[config.mk]
export PLATFORM = sky130hd
export DESIGN_NAME = ps2_key_status_tracker
export DESIGN_NICKNAME = d
export VERILOG_FILES = /design/src/rtl/ps2_key_status_tracker.sv
export SDC_FILE = /design/constraint.sdc
export NUM_CORES = 1
export LEC_CHECK = 0
export CORE_UTILIZATION = 55
export DETAILED_ROUTE_END_ITERATION = 10
export PLACE_DENSITY = 0.8
export SYNTH_ARGS = -nofsm -noshare
export SYNTH_HDL_FRONTEND = slang
export SYNTH_SLANG_ARGS = --single-unit
[constraint.sdc]
create_clock -name clk -period 6.58 [get_ports clk]
set_input_delay 1.316 -clock clk [delete_from_list [all_inputs] [get_ports clk]]
set_output_delay 1.316 -clock clk [all_outputs]
set_load 0.01 [all_outputs]
[src/rtl/ps2_key_status_tracker.sv]
// Letter-key make/break tracker for decoded PS/2 Set-2 bytes; holds one level per letter A..Z.
// Optional event outputs (event_valid/event_idx/event_make) are enabled by defining KBD_EVENT_OUT_EN.
module ps2_key_status_tracker #(
   parameter int TIMEOUT_CYCLES = 2500000,
   parameter int TMO_W          = $clog2(TIMEOUT_CYCLES + 1)
) (
   input  logic        clk,
   input  logic        reset,
   input  logic        rx_valid,
   input  logic [7:0]  rx_data,
   input  logic        rx_err,
   input  logic        clear,
`ifdef KBD_EVENT_OUT_EN
   output logic        event_valid,
   output logic [4:0]  event_idx,
   output logic        event_make,
`endif
   output logic [25:0] key_status,
   output logic        key_any,
   output logic        proto_err
);

   typedef enum logic [1:0] {
      S_IDLE      = 2'd0,
      S_BREAK     = 2'd1,
      S_EXT       = 2'd2,
      S_EXT_BREAK = 2'd3
   } state_t;

   localparam logic [TMO_W-1:0] TMO_LAST = TMO_W'(TIMEOUT_CYCLES - 1);

   state_t            state_reg, state_next;
   logic [25:0]       key_reg, key_next;
   logic              any_reg;
   logic              perr_reg, perr_next;
   logic [TMO_W-1:0]  cnt_reg, cnt_next;
   logic              letter_hit;
   logic [4:0]        letter_idx;

   // Set-2 scan code to letter index
   always_comb begin
      letter_hit = 1'b1;
      letter_idx = 5'd0;
      case (rx_data)
         8'h1C: letter_idx = 5'd0;
         8'h32: letter_idx = 5'd1;
         8'h21: letter_idx = 5'd2;
         8'h23: letter_idx = 5'd3;
         8'h24: letter_idx = 5'd4;
         8'h2B: letter_idx = 5'd5;
         8'h34: letter_idx = 5'd6;
         8'h33: letter_idx = 5'd7;
         8'h43: letter_idx = 5'd8;
         8'h3B: letter_idx = 5'd9;
         8'h42: letter_idx = 5'd10;
         8'h4B: letter_idx = 5'd11;
         8'h3A: letter_idx = 5'd12;
         8'h31: letter_idx = 5'd13;
         8'h44: letter_idx = 5'd14;
         8'h4D: letter_idx = 5'd15;
         8'h15: letter_idx = 5'd16;
         8'h2D: letter_idx = 5'd17;
         8'h1B: letter_idx = 5'd18;
         8'h2C: letter_idx = 5'd19;
         8'h3C: letter_idx = 5'd20;
         8'h2A: letter_idx = 5'd21;
         8'h1D: letter_idx = 5'd22;
         8'h22: letter_idx = 5'd23;
         8'h35: letter_idx = 5'd24;
         8'h1A: letter_idx = 5'd25;
         default: letter_hit = 1'b0;
      endcase
   end

   always_comb begin
      state_next = state_reg;
      key_next   = key_reg;
      perr_next  = 1'b0;
      cnt_next   = cnt_reg;
      if (clear) begin
         key_next   = '0;
         state_next = S_IDLE;
         cnt_next   = '0;
      end else if (rx_valid) begin
         cnt_next = '0;
         if (rx_err) begin
            state_next = S_IDLE;
            perr_next  = 1'b1;
         end else begin
            case (state_reg)
               S_IDLE: begin
                  if (rx_data == 8'hF0)
                     state_next = S_BREAK;
                  else if (rx_data == 8'hE0)
                     state_next = S_EXT;
                  else if (rx_data == 8'hAA)
                     key_next = '0;
                  else if (letter_hit)
                     key_next[letter_idx] = 1'b1;
               end
               S_BREAK: begin
                  if (letter_hit)
                     key_next[letter_idx] = 1'b0;
                  state_next = S_IDLE;
               end
               S_EXT:
                  state_next = (rx_data == 8'hF0) ? S_EXT_BREAK : S_IDLE;
               default:
                  state_next = S_IDLE;
            endcase
         end
      end else if (state_reg != S_IDLE) begin
         // an abandoned prefix is reported like a discarded byte
         if (cnt_reg == TMO_LAST) begin
            state_next = S_IDLE;
            perr_next  = 1'b1;
            cnt_next   = '0;
         end else begin
            cnt_next = cnt_reg + 1'b1;
         end
      end
   end

   always_ff @(posedge clk) begin
      if (reset) begin
         state_reg <= S_IDLE;
         key_reg   <= '0;
         any_reg   <= 1'b0;
         perr_reg  <= 1'b0;
         cnt_reg   <= '0;
      end else begin
         state_reg <= state_next;
         key_reg   <= key_next;
         any_reg   <= |key_next;
         perr_reg  <= perr_next;
         cnt_reg   <= cnt_next;
      end
   end

   assign key_status = key_reg;
   assign key_any    = any_reg;
   assign proto_err  = perr_reg;

`ifdef KBD_EVENT_OUT_EN
   logic       ev_valid_reg, ev_valid_next;
   logic       ev_make_reg, ev_make_next;
   logic [4:0] ev_idx_reg;
   logic       byte_ok;

   // only genuine letter transitions produce an event; clear and AA never do
   always_comb begin
      byte_ok       = rx_valid && !rx_err && !clear && letter_hit;
      ev_make_next  = byte_ok && (state_reg == S_IDLE) && (rx_data != 8'hF0) &&
                      (rx_data != 8'hE0) && !key_reg[letter_idx];
      ev_valid_next = ev_make_next ||
                      (byte_ok && (state_reg == S_BREAK) && key_reg[letter_idx]);
   end

   always_ff @(posedge clk) begin
      if (reset) begin
         ev_valid_reg <= 1'b0;
         ev_make_reg  <= 1'b0;
         ev_idx_reg   <= '0;
      end else begin
         ev_valid_reg <= ev_valid_next;
         ev_make_reg  <= ev_make_next;
         ev_idx_reg   <= letter_idx;
      end
   end

   assign event_valid = ev_valid_reg;
   assign event_make  = ev_make_reg;
   assign event_idx   = ev_idx_reg;
`endif

endmodule

==> results of run 1 <==
[synth_stat cells (5+ instances only)]
| master | instances | area share, % |
|---|---|---|
| nand4_1 | 9 | 1.8 |
| nor2_1 | 55 | 6.6 |
| nand2b_1 | 7 | 1.4 |
| a31oi_1 | 8 | 1.6 |
| xnor2_1 | 10 | 2.8 |
| clkbuf_1 | 11 | 1.3 |
| dfxtp_1 | 52 | 33 |
| xor2_1 | 13 | 3.7 |
| o31ai_1 | 8 | 1.9 |
| a21oi_1 | 27 | 4.3 |
| or3_1 | 5 | 1.0 |
| o21ai_0 | 13 | 2.1 |
| nor2b_1 | 10 | 2.0 |
| inv_1 | 5 | 0.60 |
| buf_2 | 9 | 1.4 |
| nand3_1 | 11 | 1.8 |
| nor3_1 | 6 | 0.96 |
| nand2_1 | 29 | 3.5 |
[stage by stage]
stage | cells | power (mW) | hold WS, ps | area, um^2 | setup WS, ps
final | 478 | 0.564 | 478 | 3580 | 2440
after global routing | 478 | 0.585 | 499 | 3580 | 2290
after CTS | 478 | 0.566 | 481 | 3580 | 2520
after detailed placement | 470 | 0.378 | 466 | 3480 | 2220
after global placement | 470 | 0.377 | 464 | 3480 | 2340
after floorplan | 383 | 0.362 | 449 | 3110 | 3400
[worst max-delay path: cells and delay by family]
family | cells | cell delay, ps
AO/OA/AOI/OAI | 4 | 1260
buffers and inverters | 1 | 910
AND/OR/NAND/NOR | 3 | 860
[power by group]
part | total, mW | internal, mW | switching [mW]
registers | 0.316 | 0.315 | 0.000719
logic | 0.0562 | 0.0195 | 0.0367
clock network | 0.192 | 0.0783 | 0.113
total | 0.564 | 0.413 | 0.151
[cell type report]
type                       instances  area, um^2
fill                             485        1900
clock inverter                     3        27.5
sequential                        52        1040
tap                               72        90.1
timing repair buffer              41         408
inverter                           5        18.8
clock buffer                       5        68.8
multi-input combinational        300        1920
[path summary, 6_finish.rpt]
path                                                start                       to  slack (ps)
worst max-delay path                           rx_data[0]       key_any$_SDFF_PP0_        2440
worst min-delay path              cnt_reg[1]$_SDFFE_PP0N_  cnt_reg[1]$_SDFFE_PP0N_         480
worst max register to register  state_reg[0]$_SDFFE_PP0P_       key_any$_SDFF_PP0_        3850
worst min register to register    cnt_reg[1]$_SDFFE_PP0N_  cnt_reg[1]$_SDFFE_PP0N_         480
[layer usage]
metal  GRT usage, %  wire length [um]
met3           4.88               662
met4           8.11               165
met5              0                 0
met1           40.3              3890
met2           39.5              3550
[kinds of logic after synthesis]
kind of cell               Yosys count  synth area share, %
DFF                                 52                 33.4
adders and majority gates            1                0.402
and+or+nand+nor                    181                 34.4
AOI/OAI and AO/OA                   94                 20.2
muxes                                1                0.322
xor gates and xnor gates            23                 6.47
buffers and inverters               31                 4.82
==> run_results.csv, run 1 <==
group,metric,value,unit
floorplan,chipWidth,77.2,um
sta,finalHoldViolations,0,
critical_path,worst_setup_path_end_kind,"flip-flop",
yosys,synth_area,3110,um^2
sta,worst_slew_margin_rel,34.6,%
final_layout,flow.area_growth_from_synthesis,14.9,%
global_routing,grt_start_max_net_pins,24,
floorplan,die-height,77.2,um
clock_network,cts-hold-fix-buffers,0,
clock_network,clock_tree.htree_level_count,2,
yosys,seq_cells_post_synth,52,
yosys,synth.avg_cell_area,8.13,um^2
power,worst_ir_drop_vdd,139,uV
critical_path,critPathSlowestCell,"clkdlybuf4s50_1",
sta,pins_over_slew_limit,0,
clock_network,ctsResizeCount,0,
final_layout,largest_register_ffs,26,
critical_path,cpMostUsedCell,"and4bb_1",
power,power_per_cell_area,158,nW/um^2
floorplan,rows,27,
sta,maximum_operating_frequency,242,MHz
critical_path,worstSetupPathType,"in -> reg",
critical_path,worstPathArrival,4350,ps
sta,clock_skew,5.50,ps
floorplan,die-area,5960,um^2
yosys,proportion_of_register_bits_with_asynchronous_set_or_reset_after_synthesis,0,%
sta,setup_viol_count_final,0,
sta,grt_setup_unrepaired,"false",
global_routing,antenna_found_initial,0,
global_routing,grt_remaining_overflow,0,
critical_path,worst_path_largest_cell_delay,910,ps
clock_network,cts.clk_slew.worst_paths,100,ps
power,cellLeakagePower,1.10,nW
clock_network,root_buffer,"clkbuf_8",
critical_path,crit_chain,"clkdlybuf4s50_1 > and4bb_1 > a21boi_2 > nor2_1 > a21boi_1 > o32a_1 > and4bb_1 > a41oi_1",
drt,route.detailed.wl_per_inst,17.3,um
worst_hold_path,hold_path_class,"reg -> reg",
floorplan,design.portCount,41,
drt,detail-route-antenna-nets,0,
place,port_buffers,40,
clock_network,clock_insertion_delay_worst_skew,300,ps
final_layout,layout_cells_sized_above_1,6.16,%
yosys,number_of_synthesized_flops_with_an_enable_pin,0,
clock_network,clk_path_buf_depth,2,
drt,route.final.wire_length,8270,um
critical_path,critPathMaxFanout,20,
sta,fin_crit,4140,ps
sta,post-route-period-util,62.9,%
critical_path,worst_ep_required_time,6790,ps
drt,post-route-drc-count,0,
drt,routed_via_density,6.37,
outcome,outcome,"finished clean",
clock_network,cts.sinks,52,
place,hpwlAfterDp,5860,um
clock_network,tritoncts_clock_tree,"built",
drt,drt_first_pass_iters,5,
yosys,synth.distinct_cells,64,
worst_hold_path,hold_depth,2,
yosys,syn-instance-count,383,
global_routing,grt_pass1_vias,2584,
yosys,yosysWarningCount,0,
clock_network,total_clock_buffers_created_by_cts,5,
job,maxCapViolations,0,
final_layout,mostFrequentLayoutCells,"nor2_1, dfxtp_1, clkdlybuf4s50_1, nand2_1, a21oi_1",
place,place.gp.congestion,0.921,
yosys,synth-seq-area-share,33.4,%
drt,dr_total_vias,3044,
global_routing,grtUsageTotal,27.2,%
sta,worst_slew_pin_slew,978,ps
final_layout,layout.cells.most_common,"nor2_1",
clock_network,post-cts-setup-buffers,0,
yosys,mappedNetlistNets,397,
critical_path,ff2ff_path_depth,7,
final_layout,n_antenna_cell,0,
global_routing,wire_length_of_the_first_global_routing_pass,13000,um
floorplan,core,5470,um^2
sta,setup_total_negative_slack,0,ps
floorplan,initial_utilization,56.9,%
yosys,synth_top_flop_cell,"dfxtp_1",
final_layout,nNetsFinal,419,
final_layout,fin_util,65.3,%
drt,drt-initial-drc-count,276,
critical_path,critical_path_source_type,"input port",
No activity file was read; power rests on OpenSTA's default activity.
==> run 2: changes to the inputs <==
--- a/config.mk
+++ b/config.mk
@@ -5,9 +5,9 @@
 export SDC_FILE = /design/constraint.sdc
 export NUM_CORES = 1
 export LEC_CHECK = 0
-export CORE_UTILIZATION = 55
+export CORE_UTILIZATION = 50
 export DETAILED_ROUTE_END_ITERATION = 10
-export PLACE_DENSITY = 0.8
+export PLACE_DENSITY = 0.76
 export SYNTH_ARGS = -nofsm -noshare
 export SYNTH_HDL_FRONTEND = slang
 export SYNTH_SLANG_ARGS = --single-unit
==> constraint.sdc (replaced) <==
create_clock -name clk -period 3.4 [get_ports clk]
set_input_delay 0.68 -clock clk [delete_from_list [all_inputs] [get_ports clk]]
set_output_delay 0.68 -clock clk [all_outputs]
set_load 0.01 [all_outputs]
==> run 2 against run 1 <==
Compared with the run above: routed wire length up 3.8%; final area up 5.6%; critical path depth up 2; first-iteration DRC count unchanged; flip-flop and latch count unchanged; total power up 110%; clock power up 120%; count of clock-buffer cells in the layout up 1; register-to-register slack worse by 3100 ps; combinational power up 120%; cell count up 5.6%; sequential power up 93%; largest power group unchanged.
==> run_results.csv, run 2 (synthesis results as in run 1) <==
group,metric,value,unit
floorplan,chipWidth,80.9,um
critical_path,critPathMaxFanout,10,
floorplan,rows,28,
drt,route.detailed.wl_per_inst,17.0,um
global_routing,grt_remaining_overflow,0,
drt,routed_via_density,6.13,
sta,pins_over_slew_limit,0,
sta,worst_slew_pin_slew,824,ps
place,place.gp.congestion,1.02,
clock_network,cts.sinks,52,
place,port_buffers,40,
floorplan,design.portCount,41,
drt,detail-route-antenna-nets,0,
final_layout,n_antenna_cell,0,
drt,post-route-drc-count,0,
place,hpwlAfterDp,6370,um
drt,met2_wirelength,4040,um
drt,dr_total_vias,3097,
critical_path,worst_setup_path_end_kind,"flip-flop",
critical_path,worst_ep_required_time,3580,ps
final_layout,largest_register_ffs,26,
critical_path,crit_chain,"clkdlybuf4s50_1 > buf_4 > nor4b_2 > buf_4 > a21oi_1 > o31ai_1 > and4_1 > a31oi_1 > and4bb_1 > a41oi_1",
drt,route.final.wire_length,8590,um
critical_path,timing.critical_path.from,"rx_data[3]",
final_layout,flow.area_growth_from_synthesis,21.3,%
critical_path,critPathSlowestCell,"clkdlybuf4s50_1",
critical_path,worst_path_largest_cell_delay,590,ps
global_routing,grtUsageTotal,26.8,%
final_layout,fin_util,63.4,%
sta,grt_setup_unrepaired,"false",
clock_network,ctsResizeCount,0,
floorplan,core,5960,um^2
floorplan,die-area,6550,um^2
clock_network,post-cts-setup-buffers,0,
drt,wirelength_met1,3760,um
floorplan,die-height,80.9,um
clock_network,root_buffer,"clkbuf_8",
global_routing,grt_start_max_net_pins,23,
critical_path,rr_startpoint,"state_reg[0]$_SDFFE_PP0P_",
sta,post-route-period-util,89.5,%
final_layout,mostFrequentLayoutCells,"nor2_1, dfxtp_1, clkdlybuf4s50_1, nand2_1, a21oi_1",
final_layout,layout.cells.most_common,"nor2_1",
global_routing,wire_length_of_the_first_global_routing_pass,13500,um
clock_network,tritoncts_clock_tree,"built",
clock_network,clock_insertion_delay_worst_skew,310,ps
final_layout,nNetsFinal,443,
critical_path,path_depth,10,
critical_path,worstSetupPathType,"in -> reg",
sta,setup_viol_count_final,0,
worst_hold_path,min_from,"cnt_reg[1]$_SDFFE_PP0N_",
critical_path,worst-path-buf-inv,3,
final_layout,filler_cell_count,563,
worst_hold_path,hold_path_class,"reg -> reg",
critical_path,worstPathArrival,3220,ps
job,maxCapViolations,0,
drt,drt-initial-drc-count,276,
global_routing,grt_pass1_vias,2917,
final_layout,layout_cells_sized_above_1,11.2,%
critical_path,ff2ff_path_depth,5,
sta,setup_total_negative_slack,0,ps
clock_network,clock_tree.htree_level_count,2,
clock_network,total_clock_buffers_created_by_cts,5,
sta,finalHoldViolations,0,
sta,worst_slew_margin_rel,45.1,%
clock_network,clk_path_buf_depth,2,
critical_path,critical_path.top_delay_family,"buffers and inverters",
sta,fin_crit,3040,ps
sta,clock_skew,5.80,ps
drt,drt_first_pass_iters,4,
drt,maxUsedRoutingLayer,"met4",
outcome,outcome,"finished clean",
critical_path,critical_path_source_type,"input port",
critical_path,cpMostUsedCell,"buf_4",
floorplan,initial_utilization,52.3,%
worst_hold_path,hold_depth,2,
power,cellLeakagePower,1.23,nW
clock_network,cts.clk_slew.worst_paths,100,ps
place,placed_cells,497,
drt,wl_met3,544,um
clock_network,cts-hold-fix-buffers,0,
global_routing,antenna_found_initial,0,
power,power_per_cell_area,309,nW/um^2
power,worst_ir_drop_vdd,220,uV
sta,maximum_operating_frequency,329,MHz
final_layout,post_layout_nonfiller_instances,505,
==> run 2: per-layer routing <==
layer / track usage [%] / vias to the layer above
li1: - / 1501
met1: 32.3 / 1457
met2: 45.5 / 114
met3: 6.07 / 25
met4: 11.8 / 0
met5: 0 / -
==> run 2: area by class of cell <==
class                   count  area [um^2]  area share, %
clock buffers               6         72.6           1.92
repair buffers             65          588           15.6
well taps                  75         93.8           2.49
multi-input cells         300         1920           50.9
clock inverters             2         38.8           1.03
flip-flops and latches     52         1040           27.6
inverters                   5         18.8          0.497
==> run 2: worst min-delay path, stage by stage (launching register included) <==
cell,delay (ps)
dfxtp_1,330
nand2_1,60
a21oi_1,50
==> run 2: final timing paths <==
kind | end | slack (ps)
setup / recovery | key_any$_SDFF_PP0_ | 360
hold / removal | cnt_reg[1]$_SDFFE_PP0N_ | 480
setup reg to reg | cnt_reg[17]$_SDFFE_PP0N_ | 790
hold reg to reg | cnt_reg[1]$_SDFFE_PP0N_ | 480
==> run 2: report_power, final <==
part	leakage [nW]	total, mW	internal [mW]	switching (mW)
Clock	0.0558	0.431	0.223	0.208
Combinational	0.755	0.124	0.0507	0.0731
Sequential	0.419	0.611	0.610	0.00132
==> run 2: through the flow <==
stage          area [um^2]  power (mW)  hold slack, ps  setup WS (ps)
5_1_grt               3770        1.20             525            179
4_1_cts               3770        1.17             483            389
3_5_place_dp          3660       0.746             468           70.7
6_report              3770        1.17             478            356
2_1_floorplan         3110       0.700             449            852
3_3_place_gp          3660       0.745             461           79.0
==> run 3: changes to the inputs <==
--- a/config.mk
+++ b/config.mk
@@ -7,7 +7,7 @@
 export LEC_CHECK = 0
 export CORE_UTILIZATION = 50
 export DETAILED_ROUTE_END_ITERATION = 10
-export PLACE_DENSITY = 0.76
+export PLACE_DENSITY_LB_ADDON = 0.15
 export SYNTH_ARGS = -nofsm -noshare
 export SYNTH_HDL_FRONTEND = slang
 export SYNTH_SLANG_ARGS = --single-unit
==> run 3 against run 2 <==
Compared with the run above: core utilization up 0.063 points; final area barely moved; flip-flop and latch count did not move; non-clock buffer count grew 4; sequential share of layout area is essentially flat; die area unchanged; clock skew grew 0.59 ps; hold slack improved by 6.4 ps; count of clock-buffer cells in the layout down 1; fmax shrank 1.8%; routed wire length increased by 0.93%.
==> run_results.csv, run 3 (synthesis results as in run 1) <==
group,metric,value,unit
outcome,outcome,"finished clean",
critical_path,critPathMaxFanout,6,
drt,route.final.wire_length,8670,um
power,cellLeakagePower,1.23,nW
clock_network,root_buffer,"clkbuf_8",
global_routing,grtUsageTotal,28.3,%
power,worst_ir_drop_vdd,224,uV
global_routing,grt_remaining_overflow,0,
sta,pins_over_slew_limit,0,
global_routing,antenna_found_initial,0,
floorplan,initial_utilization,52.3,%
floorplan,core,5960,um^2
global_routing,wire_length_of_the_first_global_routing_pass,14300,um
floorplan,die-height,80.9,um
clock_network,total_clock_buffers_created_by_cts,5,
clock_network,cts.clk_slew.worst_paths,100,ps
drt,post-route-drc-count,0,
floorplan,die-area,6550,um^2
critical_path,rr_startpoint,"state_reg[0]$_SDFFE_PP0P_",
final_layout,n_antenna_cell,0,
place,placement.cell_area,3690,um^2
sta,setup_total_negative_slack,0,ps
sta,maximum_operating_frequency,323,MHz
sta,worst_slew_margin_rel,43.6,%
clock_network,clock_insertion_delay_worst_skew,310,ps
final_layout,largest_register_ffs,26,
clock_network,tritoncts_clock_tree,"built",
sta,postLayoutSetupSlackWorst,300,ps
place,placement.setup.worst_slack,22.2,ps
place,place.gp.congestion,0.917,
final_layout,filler_cell_count,539,
power,power_per_cell_area,289,nW/um^2
floorplan,design.portCount,41,
critical_path,critical_path.reg2reg.endpoint,"key_any$_SDFF_PP0_",
final_layout,fin_util,63.4,%
critical_path,timing.critical_path.from,"rx_valid",
clock_network,cts-hold-fix-buffers,0,
critical_path,worst_setup_path_endpoint,"key_any$_SDFF_PP0_",
global_routing,groute.layer.met1.usage,36.4,%
sta,finalHoldViolations,0,
final_layout,nNetsFinal,447,
sta,worst_slew_pin_slew,845,ps
place,placed_cells,501,
clock_network,clk_path_buf_depth,2,
clock_network,clock_tree.htree_level_count,2,
critical_path,setup.reg_to_reg.worst_slack,680,ps
final_layout,flow.area_growth_from_synthesis,21.4,%
critical_path,worst_ep_required_time,3630,ps
drt,drt_first_pass_iters,5,
place,port_buffers,40,
final_layout,post_layout_nonfiller_instances,508,
critical_path,critical_path_source_type,"input port",
clock_network,ctsResizeCount,0,
final_layout,final_area,3780,um^2
final_layout,layout.cells.most_common,"nor2_1",
critical_path,worstSetupPathType,"in -> reg",
floorplan,rows,28,
job,maxCapViolations,0,
drt,route.detailed.wl_per_inst,17.1,um
global_routing,grt_pass1_vias,2872,
final_layout,final-seq-area,1040,um^2
final_layout,mostFrequentLayoutCells,"nor2_1, dfxtp_1, clkdlybuf4s50_1, nand2_1, buf_4",
critical_path,worst_setup_path_end_kind,"flip-flop",
worst_hold_path,hold_path_class,"reg -> reg",
critical_path,critPathSlowestCell,"clkdlybuf4s50_1",
clock_network,cts.sinks,52,
critical_path,worst-path-buf-inv,1,
global_routing,grt_use_met2,48.8,%
sta,grt_setup_unrepaired,"false",
drt,routed_via_density,6.16,
global_routing,grt_busiest_layer,"met2",
drt,dr_total_vias,3127,
critical_path,worstPathArrival,3330,ps
place,hpwlAfterDp,6450,um
power,power,1.09,mW
global_routing,grt_start_max_net_pins,23,
global_routing,groute.layer.met3.usage,4.49,%
sta,fin_crit,3100,ps
sta,setup_viol_count_final,0,
floorplan,chipWidth,80.9,um
final_layout,multiInputGateArea,1920,um^2
critical_path,ff2ff_path_depth,7,
critical_path,path_depth,8,
drt,drt-initial-drc-count,203,
clock_network,post-cts-setup-buffers,0,
critical_path,crit_chain,"clkdlybuf4s50_1 > or4b_1 > a21o_1 > a21oi_1 > o21ai_0 > a31oi_1 > and4bb_1 > a41oi_1",
critical_path,worst_path_largest_cell_delay,560,ps
critical_path,critical_path.top_delay_family,"compound AO/OA/AOI/OAI gates",
sta,post-route-period-util,91.2,%
final_layout,layout_cells_sized_above_1,12.0,%
drt,detail-route-antenna-nets,0,
sta,hold-worst-slack,485,ps
sta,clock_skew,6.39,ps
## run 3: changes by cell type in the layout (fill, tap and decap cells not counted), sizes merged
cell      before  now
clkbuf         6    5
clkinvlp       0    1
bufinv         1    0
buf           25   29
## run 3: area by class of cell
cell class | instances | area share (%)
timing repair buffer | 69 | 16.4
clock buffer | 5 | 1.82
multi-input combinational | 300 | 50.9
inverter | 5 | 0.497
sequential | 52 | 27.5
clock inverter | 2 | 0.430
tap | 75 | 2.48
## run 3: worst min path at each step
stage | slack [ps] | startpoint | to | cells after the start
2_1_floorplan | 450 | cnt_reg[1]$_SDFFE_PP0N_ | cnt_reg[1]$_SDFFE_PP0N_ | 2
3_3_place_gp | 460 | cnt_reg[1]$_SDFFE_PP0N_ | cnt_reg[1]$_SDFFE_PP0N_ | 2
3_5_place_dp | 470 | cnt_reg[1]$_SDFFE_PP0N_ | cnt_reg[1]$_SDFFE_PP0N_ | 2
4_1_cts | 480 | cnt_reg[1]$_SDFFE_PP0N_ | cnt_reg[1]$_SDFFE_PP0N_ | 2
5_1_grt | 520 | cnt_reg[1]$_SDFFE_PP0N_ | cnt_reg[1]$_SDFFE_PP0N_ | 2
6_report | 480 | cnt_reg[1]$_SDFFE_PP0N_ | cnt_reg[1]$_SDFFE_PP0N_ | 2
## run 3: tightest hold or removal path, stage by stage, from the launching register on
cell	delay [ps]
dfxtp_1	340
nand2_1	60
a21oi_1	50
## run 3: power by group
part / switching, mW / leakage, nW / internal [mW]
sequential: 0.00127 / 0.419 / 0.610
combinational: 0.0758 / 0.774 / 0.0537
clock: 0.206 / 0.0406 / 0.144
total: 0.283 / 1.23 / 0.808
## run 3: metal layers
metal	up-vias	routed length, um
li1	1502	-
met1	1492	3770
met2	123	4240
met3	10	528
met4	0	127
met5	-	0
